<file path="config.mk">
export PLATFORM = sky130hd
export DESIGN_NAME = mant_align_pipe
export DESIGN_NICKNAME = d
export VERILOG_FILES = /design/src/rtl/mant_align_pipe.sv
export SDC_FILE = /design/constraint.sdc
export NUM_CORES = 1
export LEC_CHECK = 0
export CELL_PAD_IN_SITES_DETAIL_PLACEMENT = 1
export CELL_PAD_IN_SITES_GLOBAL_PLACEMENT = 2
export CORE_UTILIZATION = 36
export DETAILED_ROUTE_END_ITERATION = 10
export GPL_TIMING_DRIVEN = 0
export PLACE_DENSITY = 0.94
export RECOVER_POWER = 50
export SYNTH_ARGS = -nofsm -noshare
export SYNTH_HDL_FRONTEND = slang
export SYNTH_SLANG_ARGS = --single-unit
</file>
<file path="constraint.sdc">
create_clock -name clk -period 9.25 [get_ports clk]
set_input_delay 1.3875 -clock clk [delete_from_list [all_inputs] [get_ports clk]]
set_output_delay 1.3875 -clock clk [all_outputs]
set_load 0.01 [all_outputs]
</file>
<file path="src/rtl/mant_align_pipe.sv">
// Two-stage operand alignment for a floating-point adder: unpacks both operands,
// forms signed left-justified significands and right-shifts the one with the smaller exponent.
module mant_align_pipe #(
  parameter  int EXP_W = 8,
  parameter  int MAN_W = 23,
  localparam int OUT_W = 2*MAN_W + 3
) (
  input  logic                 clk,
  input  logic                 rst,
  input  logic                 in_valid,
  output logic                 in_ready,
  input  logic [EXP_W+MAN_W:0] op_a,
  input  logic [EXP_W+MAN_W:0] op_b,
  input  logic                 sub,
  output logic                 out_valid,
  input  logic                 out_ready,
  output logic [OUT_W-1:0]     out_a,
  output logic [OUT_W-1:0]     out_b,
  output logic [EXP_W-1:0]     out_exp,
  output logic                 out_sticky
);

  localparam int SIG_W = MAN_W + 2;
  localparam int PAD_W = MAN_W + 1;
  localparam int OP_W  = 1 + EXP_W + MAN_W;
  localparam logic [OUT_W-1:0] ONES = '1;

  // ---------------------------------------------------------------- handshake
  logic r_s1_valid;
  logic r_s2_valid;
  logic w_s2_load;
  logic w_s1_adv;

  assign w_s2_load = !r_s2_valid || out_ready;
  assign w_s1_adv  = w_s2_load || !r_s1_valid;
  assign in_ready  = w_s1_adv;
  assign out_valid = r_s2_valid;

  // ------------------------------------------------------- stage 1: unpack
  logic [EXP_W-1:0] w_exp_a, w_exp_b;
  logic [EXP_W-1:0] w_eff_a, w_eff_b;
  logic [SIG_W-1:0] w_mag_a, w_mag_b;
  logic [SIG_W-1:0] w_sig_a, w_sig_b;
  logic             w_neg_a, w_neg_b;
  logic             w_b_small;

  // NOTE: every signal driven here is assigned on every path, so no latch is inferred.
  always_comb begin
    w_exp_a   = op_a[OP_W-2 -: EXP_W];
    w_exp_b   = op_b[OP_W-2 -: EXP_W];
    w_eff_a   = (w_exp_a == '0) ? EXP_W'(1) : w_exp_a;
    w_eff_b   = (w_exp_b == '0) ? EXP_W'(1) : w_exp_b;
    w_mag_a   = {1'b0, (w_exp_a != '0), op_a[MAN_W-1:0]};
    w_mag_b   = {1'b0, (w_exp_b != '0), op_b[MAN_W-1:0]};
    w_neg_a   = op_a[OP_W-1];
    w_neg_b   = op_b[OP_W-1] ^ sub;
    w_sig_a   = w_neg_a ? -w_mag_a : w_mag_a;
    w_sig_b   = w_neg_b ? -w_mag_b : w_mag_b;
    w_b_small = (w_eff_a >= w_eff_b);
  end

  logic [SIG_W-1:0] r_s1_big;
  logic [SIG_W-1:0] r_s1_small;
  logic [SIG_W-1:0] r_s1_small_mag;
  logic [EXP_W-1:0] r_s1_d;
  logic [EXP_W-1:0] r_s1_exp;
  logic             r_s1_b_small;

  // NOTE: the stage-1 payload carries no reset; r_s1_valid alone qualifies it.
  always_ff @(posedge clk) begin
    if (w_s1_adv) begin
      r_s1_b_small   <= w_b_small;
      r_s1_big       <= w_b_small ? w_sig_a : w_sig_b;
      r_s1_small     <= w_b_small ? w_sig_b : w_sig_a;
      r_s1_small_mag <= w_b_small ? w_mag_b : w_mag_a;
      r_s1_d         <= w_b_small ? (w_eff_a - w_eff_b) : (w_eff_b - w_eff_a);
      r_s1_exp       <= w_b_small ? w_eff_a : w_eff_b;
    end
  end

  // ---------------------------------------------------- stage 2: shift/sticky
  logic signed [OUT_W-1:0] w_small_lj;
  logic        [OUT_W-1:0] w_big_lj;
  logic        [OUT_W-1:0] w_mag_lj;
  logic        [OUT_W-1:0] w_shifted;
  logic                    w_sat;
  logic                    w_sticky;

  always_comb begin
    w_small_lj = {r_s1_small, {PAD_W{1'b0}}};
    w_big_lj   = {r_s1_big, {PAD_W{1'b0}}};
    w_mag_lj   = {r_s1_small_mag, {PAD_W{1'b0}}};
    w_sat      = (int'(r_s1_d) >= OUT_W);
    if (w_sat) w_shifted = {OUT_W{r_s1_small[SIG_W-1]}};
    else       w_shifted = w_small_lj >>> r_s1_d;
    // A shift of OUT_W or more clears the keep-mask, so every magnitude bit counts as lost.
    w_sticky   = |(w_mag_lj & ~(ONES << r_s1_d));
  end

  logic [OUT_W-1:0] r_out_a;
  logic [OUT_W-1:0] r_out_b;
  logic [EXP_W-1:0] r_out_exp;
  logic             r_out_sticky;

  // NOTE: state registers use non-blocking assignment so all flops update together at the edge.
  always_ff @(posedge clk) begin
    if (rst) begin
      r_s1_valid   <= 1'b0;
      r_s2_valid   <= 1'b0;
      r_out_a      <= '0;
      r_out_b      <= '0;
      r_out_exp    <= '0;
      r_out_sticky <= 1'b0;
    end else begin
      if (w_s1_adv) r_s1_valid <= in_valid;
      if (w_s2_load) begin
        r_s2_valid <= r_s1_valid;
        if (r_s1_valid) begin
          r_out_a      <= r_s1_b_small ? w_big_lj : w_shifted;
          r_out_b      <= r_s1_b_small ? w_shifted : w_big_lj;
          r_out_exp    <= r_s1_exp;
          r_out_sticky <= w_sticky;
        end
      end
    end
  end

  assign out_a      = r_out_a;
  assign out_b      = r_out_b;
  assign out_exp    = r_out_exp;
  assign out_sticky = r_out_sticky;

endmodule
</file>
======== After elaboration in Yosys (flattened, before gate mapping) ========
Cells that the tools add are included.
word-level totals
  flip-flop bits (word level) ............. 201
  output and inout port bits .............. 109
operators by class
  bitwise gates (word level) .............. 3
  shift operators ......................... 2
  add/subtract/negate cells ............... 4
  reductions and logical operators ........ 10
  order comparisons ....................... 2
  multiplexer cells ....................... 12
operator list
  operator                                                            number
  2-to-1 mux 49 bit                                                   3
  2-to-1 mux 25 bit                                                   4
  negator 24 -> 25 bit                                                2
  AND 49 bit                                                          1
  NOT 49 bit                                                          1
  OR reduction 49 bit                                                 1
  << shifter 49 x 8 -> 49 bit (first input constant)                  1
  >>> shifter 49 x 8 -> 49 bit                                        1
  2-to-1 mux 8 bit                                                    4
  2-to-1 mux 24 bit                                                   1
  logical NOT 8 bit                                                   2
  nonzero test 8 bit                                                  2
  subtractor 8 bit                                                    2
  greater-or-equal comparator 8 x 6 -> 1 bit (second input constant)  1
  greater-or-equal comparator 8 bit                                   1
  logical NOT 1 bit                                                   2
  logical OR 1 bit                                                    2
  AND reduction 2 bit                                                 1
  bitwise XOR 1 bit                                                   1

======== Longest topological paths before layout ========
Gate-level depths: netlist of the first run.
  depth in word-level cells ............... 4
  mapped depth ............................ 17
  depth with buffers taken out ............ 15

======== Worst setup path after synthesis of the first run ========
OpenSTA, ideal clock, no wires.
  path type ............................... input to output
  start ................................... in out_ready
  end ..................................... out in_ready
  buffers on the path ..................... 0
  stages on the path ...................... 2
  required time ........................... 7.863 ns
  arrival time ............................ 3.422 ns
  setup slack ............................. 4.440 ns
  cells stage by stage .................... nor2b_1 nand2_1
on the way
  word-level cells in the longest chain between the ends .. 2
ends and longest elaborated chain
  item                RTL line  RTL
  start: declaration  16        input logic out_ready,
  logical OR 1 bit    34        assign w_s2_load = !r_s2_valid || out_ready;
  logical OR 1 bit    35        assign w_s1_adv = w_s2_load || !r_s1_valid;
  end: declaration    11        output logic in_ready,
No other way between the ends.

======== Worst setup path in the final report of the first run ========
  start ................................... in out_ready
  end ..................................... reg r_s1_small[18], enable pin
on the way
  word-level cells in the longest chain between the ends .. 2
ends and longest elaborated chain
  item                    RTL line  RTL
  logical OR 1 bit        34
  logical OR 1 bit        35
  end signal: assignment  74        r_s1_small <= w_b_small ? w_sig_b : w_sig_a;
  end: declaration        63        logic [SIG_W-1:0] r_s1_small;
No other way between the ends.
A chain may end at the register's enable or synchronous reset.

==> flow_summary.ini, run 1 <==
[setup_path]
cp_data_required_time_ns = 9.21
r2r_end = r_s1_small[18]$_DFFE_PP_
start_kind = input port
endpoint = r_s1_small[18]$_DFFE_PP_
slowest_stage = clkbuf_1
worstSetupPathType = in -> reg
arrival_ns = 5.63
crit_chain = dlygate4sd3_1 > nor2b_1 > nand2_1 > clkbuf_1
cp_max_fo = 75
r2r_slack_ns = 4.67
r2r_start = out_valid$_SDFFE_PP0N_
cp_num_buf_inv = 2
critical_path.top_delay_family = buffers and inverters
critPathCaptureType = flop
slowest_delay_ns = 2.91
path_depth = 4
reg2reg_depth = 3
crit_start = out_ready

[timing]
hold_violations = 0
fin_worst_skew_ns = 0.01771
rsz0062_at_grt = false
final_max_slew_viol_count = 76
period_minus_slack_ns = 5.672
max_slew.worst_pin.slew_ns = 4.073
setup_viol = 0
relSlewSlack_pct = -171.5
finalCritPeriodShare_pct = 61.32
max_freq_mhz = 176.3
finalSetupTns_ns = 0

[pwr]
finalPower_mw = 3.345
power_switching_mw = 1.467
p_comb_share_pct = 42.6
max-vdd-ir-drop_mv = 0.1216
cellPowerDensity_nw_per_um2 = 214.7
pwr-share-seq_pct = 34.0
p_clk_share_pct = 23.4
p_int_mw = 1.878
p_sw_share_pct = 43.86
leakagePower_nw = 6.100

[place]
io_buffer_count = 176
gp_congestion = 0.9975
dp_hpwl_um = 45690

[yosys]
synth_area_leaders = edfxtp_1, dfxtp_1, mux2i_1
synth_nets = 1570
ys_warn_count = 0
ys_seq_area_share_pct = 38.61
synthAdderAreaFrac_pct = 2.077
synth_xor_area_share_pct = 3.600
ys.flop_type = dfxtp_1
avgSynthCellArea_sq_um = 8.536
synthMuxAreaShare_pct = 10.25
synth_top_family_by_area = compound AO/OA/AOI/OAI gates
synth-compound-area-share_pct = 22.25
syn_inst = 1482
synthSimpleGateAreaFrac_pct = 18.04
async_reset_ff_share_pct = 0
syn_area_sq_um = 12650
synth_edf_count = 90
synth_area_leader_cell = edfxtp_1
ys_types = 79
synth_seq_cells = 199
yosysTopAreaCellShare_pct = 21.36

[clock_network]
cts_hold_buf = 0
clk_pin_slew_ns = 0.07
cts_num_sinks = 199
cts.repair.resized = 0
clockRootBuffer = clkbuf_16
post_cts_buffers = 0
cts-buffers-inserted = 17
cts_tree = done
cts.path.max_buffers = 2
h-tree-depth = 4
clk_latency_ns = 0.45

[floorplan]
die_height_um = 189.5
num_rows = 68
start_util_pct = 36.62
coreArea_sq_um = 34540
die_w_um = 189.5
dieArea_sq_um = 35900
ioPinCount = 178

[drt]
drtPass1Iterations = 5
drc = 0
drt-initial-drc-count = 1157
ant_nets = 0
viasPerCell = 6.030
vias = 12960
wirelength_um = 57630
routedWlPerCell_um = 26.81

[status]
status = finished with violations
violations = max-capacitance violations, max-slew violations

[final_layout]
seq_area_sq_um = 4885
fill_cells = 4137
multi_input_area_sq_um = 7112
fin_nets = 1766
areaGrowthSynthToFinish_pct = 23.14
drive_gt1_share_pct = 5.441

[global_routing]
antenna_found_initial = 5
gr-usage-all-layers_pct = 32.06
grt_pass1_wl_um = 85350
first_global_vias = 13090
overflow = 0
grt_max_degree = 76

[hold_path]
hold_path_class = reg -> reg

[flow_run]
drv_cap = 1
==> sequential cells by signal, indices dropped and copies added (netlist names) <==
register,count
out_a,49
out_b,49
out_exp,8
out_sticky,1
out_valid,1
r_s1_b_small,1
r_s1_big,25
r_s1_d,8
r_s1_exp,8
r_s1_small,25
r_s1_small_mag,23
r_s1_valid,1
==> cells by family (layout without fill, tap and decap cells) <==
family | count (synthesis) | after routing
AO/OA/AOI/OAI | 436 | 436
XOR/XNOR | 52 | 52
adder cells (fa/ha/maj) | 20 | 20
buffers and inverters | 165 | 374
flip-flops | 199 | 199
multiplexers | 117 | 117
other | 0 | 3
AND/OR/NAND/NOR | 493 | 493
==> power by group through the flow <==
stage / clock [mW] / combinational (mW) / sequential (mW)
after floorplan: 0 / 0.778 / 1.13
after global placement: 0 / 1.37 / 1.15
after detailed placement: 0 / 1.39 / 1.16
after CTS: 0.780 / 1.39 / 1.14
after global routing: 0.815 / 1.49 / 1.15
final: 0.781 / 1.43 / 1.14
==> worst register-to-register path: cells and delay by family, from the launching register on <==
kind                   cells  cell delay [ns]
AND/OR/NAND/NOR            2             0.81
buffers and inverters      1             2.92
flip-flops                 1             0.31
==> metal layers <==
metal	global-route usage (%)	up-vias	wire length [um]
met3	3.892	117	3620
met1	42.62	6424	24770
met2	51.99	608	26690
met5	0	-	57
met4	14.42	4	2493
li1	-	5806	-
==> synthesized netlist by cell type (14+ instances only) <==
library cell	n
inv_1	37
dfxtp_1	109
clkbuf_1	95
a21oi_1	91
xor2_1	28
xnor2_1	24
nand2_1	197
a22o_1	25
buf_1	14
nand3_1	17
ha_1	17
mux2i_1	89
edfxtp_1	90
o211ai_1	17
a22oi_1	14
mux2_2	20
nand2b_1	14
nor3_1	40
a211oi_1	26
a31oi_1	25
o21ai_0	126
nor2_1	126
==> placed cells by master, fill, tap and decap left out, types with 8 or more instances in the layout <==
cell type	instances
nand2_1	197
nor2_1	126
o21ai_0	126
dfxtp_1	109
dlygate4sd3_1	108
clkbuf_1	97
a21oi_1	91
edfxtp_1	90
mux2i_1	89
clkdlybuf4s50_1	68
nor3_1	40
inv_1	37
xor2_1	28
a211oi_1	26
a31oi_1	25
a22o_1	25
xnor2_1	24
mux2_2	20
o211ai_1	17
nand3_1	17
ha_1	17
clkbuf_16	17
nand2b_1	14
a22oi_1	14
buf_1	14
o21ai_1	13
buf_2	13
or3_1	13
nand3b_1	12
and2_1	11
o31ai_1	11
nor2b_1	10
nor4_1	9
or4_1	8
a21o_1	8
mux4_2	8
o22ai_1	8
==> stage by stage <==
step	util, %	setup slack, ns	hold WS, ns	std cells	instance area [sq um]
6_report	45.10	3.578	0.4499	2149	15580
5_1_grt	45.08	3.245	0.4831	2146	15570
4_1_cts	45.17	3.843	0.4564	2146	15600
3_5_place_dp	43.47	3.390	0.4457	2114	15020
3_3_place_gp	43.37	2.316	0.4379	2113	14980
2_1_floorplan	-	4.440	0.4700	1482	12650
==> how the worst min path moves through the flow <==
stage | from | end | depth (start not counted)
2_1_floorplan | out_a[15]$_SDFFE_PP0P_ | out_a[15]$_SDFFE_PP0P_ | 2
3_3_place_gp | out_a[15]$_SDFFE_PP0P_ | out_a[15]$_SDFFE_PP0P_ | 2
3_5_place_dp | out_b[15]$_SDFFE_PP0P_ | out_b[15]$_SDFFE_PP0P_ | 2
4_1_cts | out_b[15]$_SDFFE_PP0P_ | out_b[15]$_SDFFE_PP0P_ | 2
5_1_grt | out_a[15]$_SDFFE_PP0P_ | out_a[15]$_SDFFE_PP0P_ | 2
6_report | out_b[15]$_SDFFE_PP0P_ | out_b[15]$_SDFFE_PP0P_ | 2
==> cell type report <==
| cell class | instances | share of cell area, % |
|---|---|---|
| multi-input combinational | 1118 | 45.65 |
| sequential | 199 | 31.35 |
| timing repair buffer | 177 | 11.33 |
| tap | 455 | 3.654 |
| buffer | 126 | 3.261 |
| clock buffer | 18 | 2.755 |
| clock inverter | 14 | 1.004 |
| inverter | 39 | 0.9397 |
| antenna | 3 | 0.04819 |
Note: power is estimated with default switching activity, not from simulation.
==> run 2, diff against run 1 <==
CORE_UTILIZATION = 30   (was 36)
PLACE_DENSITY = 0.85   (was 0.94)
clock period = 4.65 ns   (was 9.25 ns; I/O delays follow)
==> run 2 against run 1 <==
- the run still ends with max-capacitance violations, max-slew violations left
- highest routed layer is now met4
- die area grew 20%
- sequential share of layout area shrank 0.20 points
- wire length fell by 0.68%
- count of clock-buffer cells in the layout unchanged
- critical path type unchanged
- non-clock buffer count decreased by 1
- largest cell class unchanged
- critical path depth rose by 10
- sequential power rose by 99%
==> flow_summary.ini, run 2 (synthesis results as in run 1) <==
[drt]
drt-initial-drc-count = 1188
drtPass1Iterations = 6
vias = 12820
viasPerCell = 5.769
drc = 0
routedWlPerCell_um = 25.76
wirelength_um = 57230
ant_nets = 0

[global_routing]
antenna_found_initial = 1
first_global_vias = 12750
gr-usage-all-layers_pct = 26.22
overflow = 0
grt_pass1_wl_um = 84960
grt_max_degree = 53

[place]
dp_hpwl_um = 45840
io_buffer_count = 176
gp_congestion = 0.9916

[timing]
fin_worst_skew_ns = 0.01700
rsz0062_at_grt = false
final_max_slew_viol_count = 41
finalSetupTns_ns = 0
max_freq_mhz = 225.0
relSlewSlack_pct = -22.95
hold_violations = 0
finalCritPeriodShare_pct = 95.59
period_minus_slack_ns = 4.445
setup_viol = 0
max_slew.worst_pin.slew_ns = 1.840

[final_layout]
fin_util_pct = 38.05
areaGrowthSynthToFinish_pct = 23.91
drive_gt1_share_pct = 5.799
layout_commonest_cell = nand2_1
seq_area_sq_um = 4885
multi_input_area_sq_um = 7112
fin_nets = 1765
final_cell_mix = nand2_1, nor2_1, o21ai_0
fill_cells = 4875
antenna_cells = 0

[status]
violations = max-capacitance violations, max-slew violations
status = finished with violations

[floorplan]
ioPinCount = 178
start_util_pct = 30.70
die_w_um = 207.4
dieArea_sq_um = 42990
num_rows = 74
die_height_um = 207.4
coreArea_sq_um = 41200

[clock_network]
cts-buffers-inserted = 17
clk_latency_ns = 0.46
cts.path.max_buffers = 2
clockRootBuffer = clkbuf_16
cts_tree = done
cts_num_sinks = 199
clk_pin_slew_ns = 0.08
h-tree-depth = 4

[setup_path]
r2r_slack_ns = 0.85
arrival_ns = 4.64
critPathCaptureType = flop
worstSetupPathType = in -> reg
start_kind = input port
cp_max_fo = 10
cp_data_required_time_ns = 4.84

[pwr]
finalPower_mw = 6.611
leakagePower_nw = 6.114
cellPowerDensity_nw_per_um2 = 421.7
max-vdd-ir-drop_mv = 0.2750

[hold_path]
hold_path_class = reg -> reg

[flow_run]
drv_cap = 2
run 2: cell types whose count changed in the layout (fill, tap and decap cells not counted):
cell / change
buf_1: -1
clkbuf_1: -5
clkbuf_2: +5
clkdlybuf4s50_1: -1
clkinv_1: -1
clkinv_4: +1
clkinv_8: +1
clkinvlp_2: +1
diode_2: -3
dlygate4sd3_1: +1
inv_6: -1
inv_8: -1
run 2: cell type report:
cell class	count	share of cell area (%)
Buffer	125	3.248
Clock buffer	18	2.738
Multi-Input combinational cell	1118	45.37
Timing Repair Buffer	177	11.27
Sequential cell	199	31.16
Clock inverter	14	1.038
Inverter	39	0.9338
Tap cell	532	4.246
run 2: through the flow:
step	hold WS [ns]	instance area (sq um)	worst slack [ns]	instances
5_1_grt	0.4845	15680	0.03767	2222
3_3_place_gp	0.4373	15080	-0.9535	2190
2_1_floorplan	0.4700	12650	1.124	1482
3_5_place_dp	0.4450	15110	-0.3845	2191
4_1_cts	0.4555	15710	0.07526	2223
6_report	0.4483	15680	0.2050	2222
run 2: path summary, 6_finish.rpt:
check | from | endpoint | cells past startpoint
worst min-delay path | out_b[0]$_SDFFE_PP0P_ | out_b[0]$_SDFFE_PP0P_ | 2
worst max-delay path | op_b[24] | r_s1_big[18]$_DFFE_PP_ | 14
worst min register to register | out_b[0]$_SDFFE_PP0P_ | out_b[0]$_SDFFE_PP0P_ | 2
worst max register to register | r_s1_d[2]$_DFFE_PP_ | out_a[3]$_SDFFE_PP0P_ | 9
run 2: power breakdown:
group / internal (mW) / switching, mW
Clock: 0.765 / 0.773
Combinational: 0.888 / 1.92
Sequential: 2.08 / 0.189
run 2: what timing repair did:
item	CTS	global route
endpoints found under the setup margin	0	30
hold buffers	0	0
setup buffers	0	0
gates resized for setup	0	7
run 2: layer usage:
| layer | wire length, um | vias up | GRT usage, % |
|---|---|---|---|
| li1 | - | 5800 | - |
| met1 | 26340 | 6409 | 36.28 |
| met2 | 25860 | 506 | 41.74 |
| met3 | 3061 | 104 | 3.268 |
| met4 | 1978 | 0 | 9.599 |
| met5 | 0 | - | 0 |
run 2: worst max-delay path: stages:
cell	delay, ns
clkdlybuf4s50_1	0.47
or4_1	0.53
nor2_1	0.29
nor2_1	0.12
inv_1	0.09
ha_1	0.19
fa_1	0.22
nand3b_1	0.12
nand2_1	0.08
o21ai_1	0.28
and2_1	0.17
buf_2	0.21
buf_1	0.58
mux2i_1	0.56
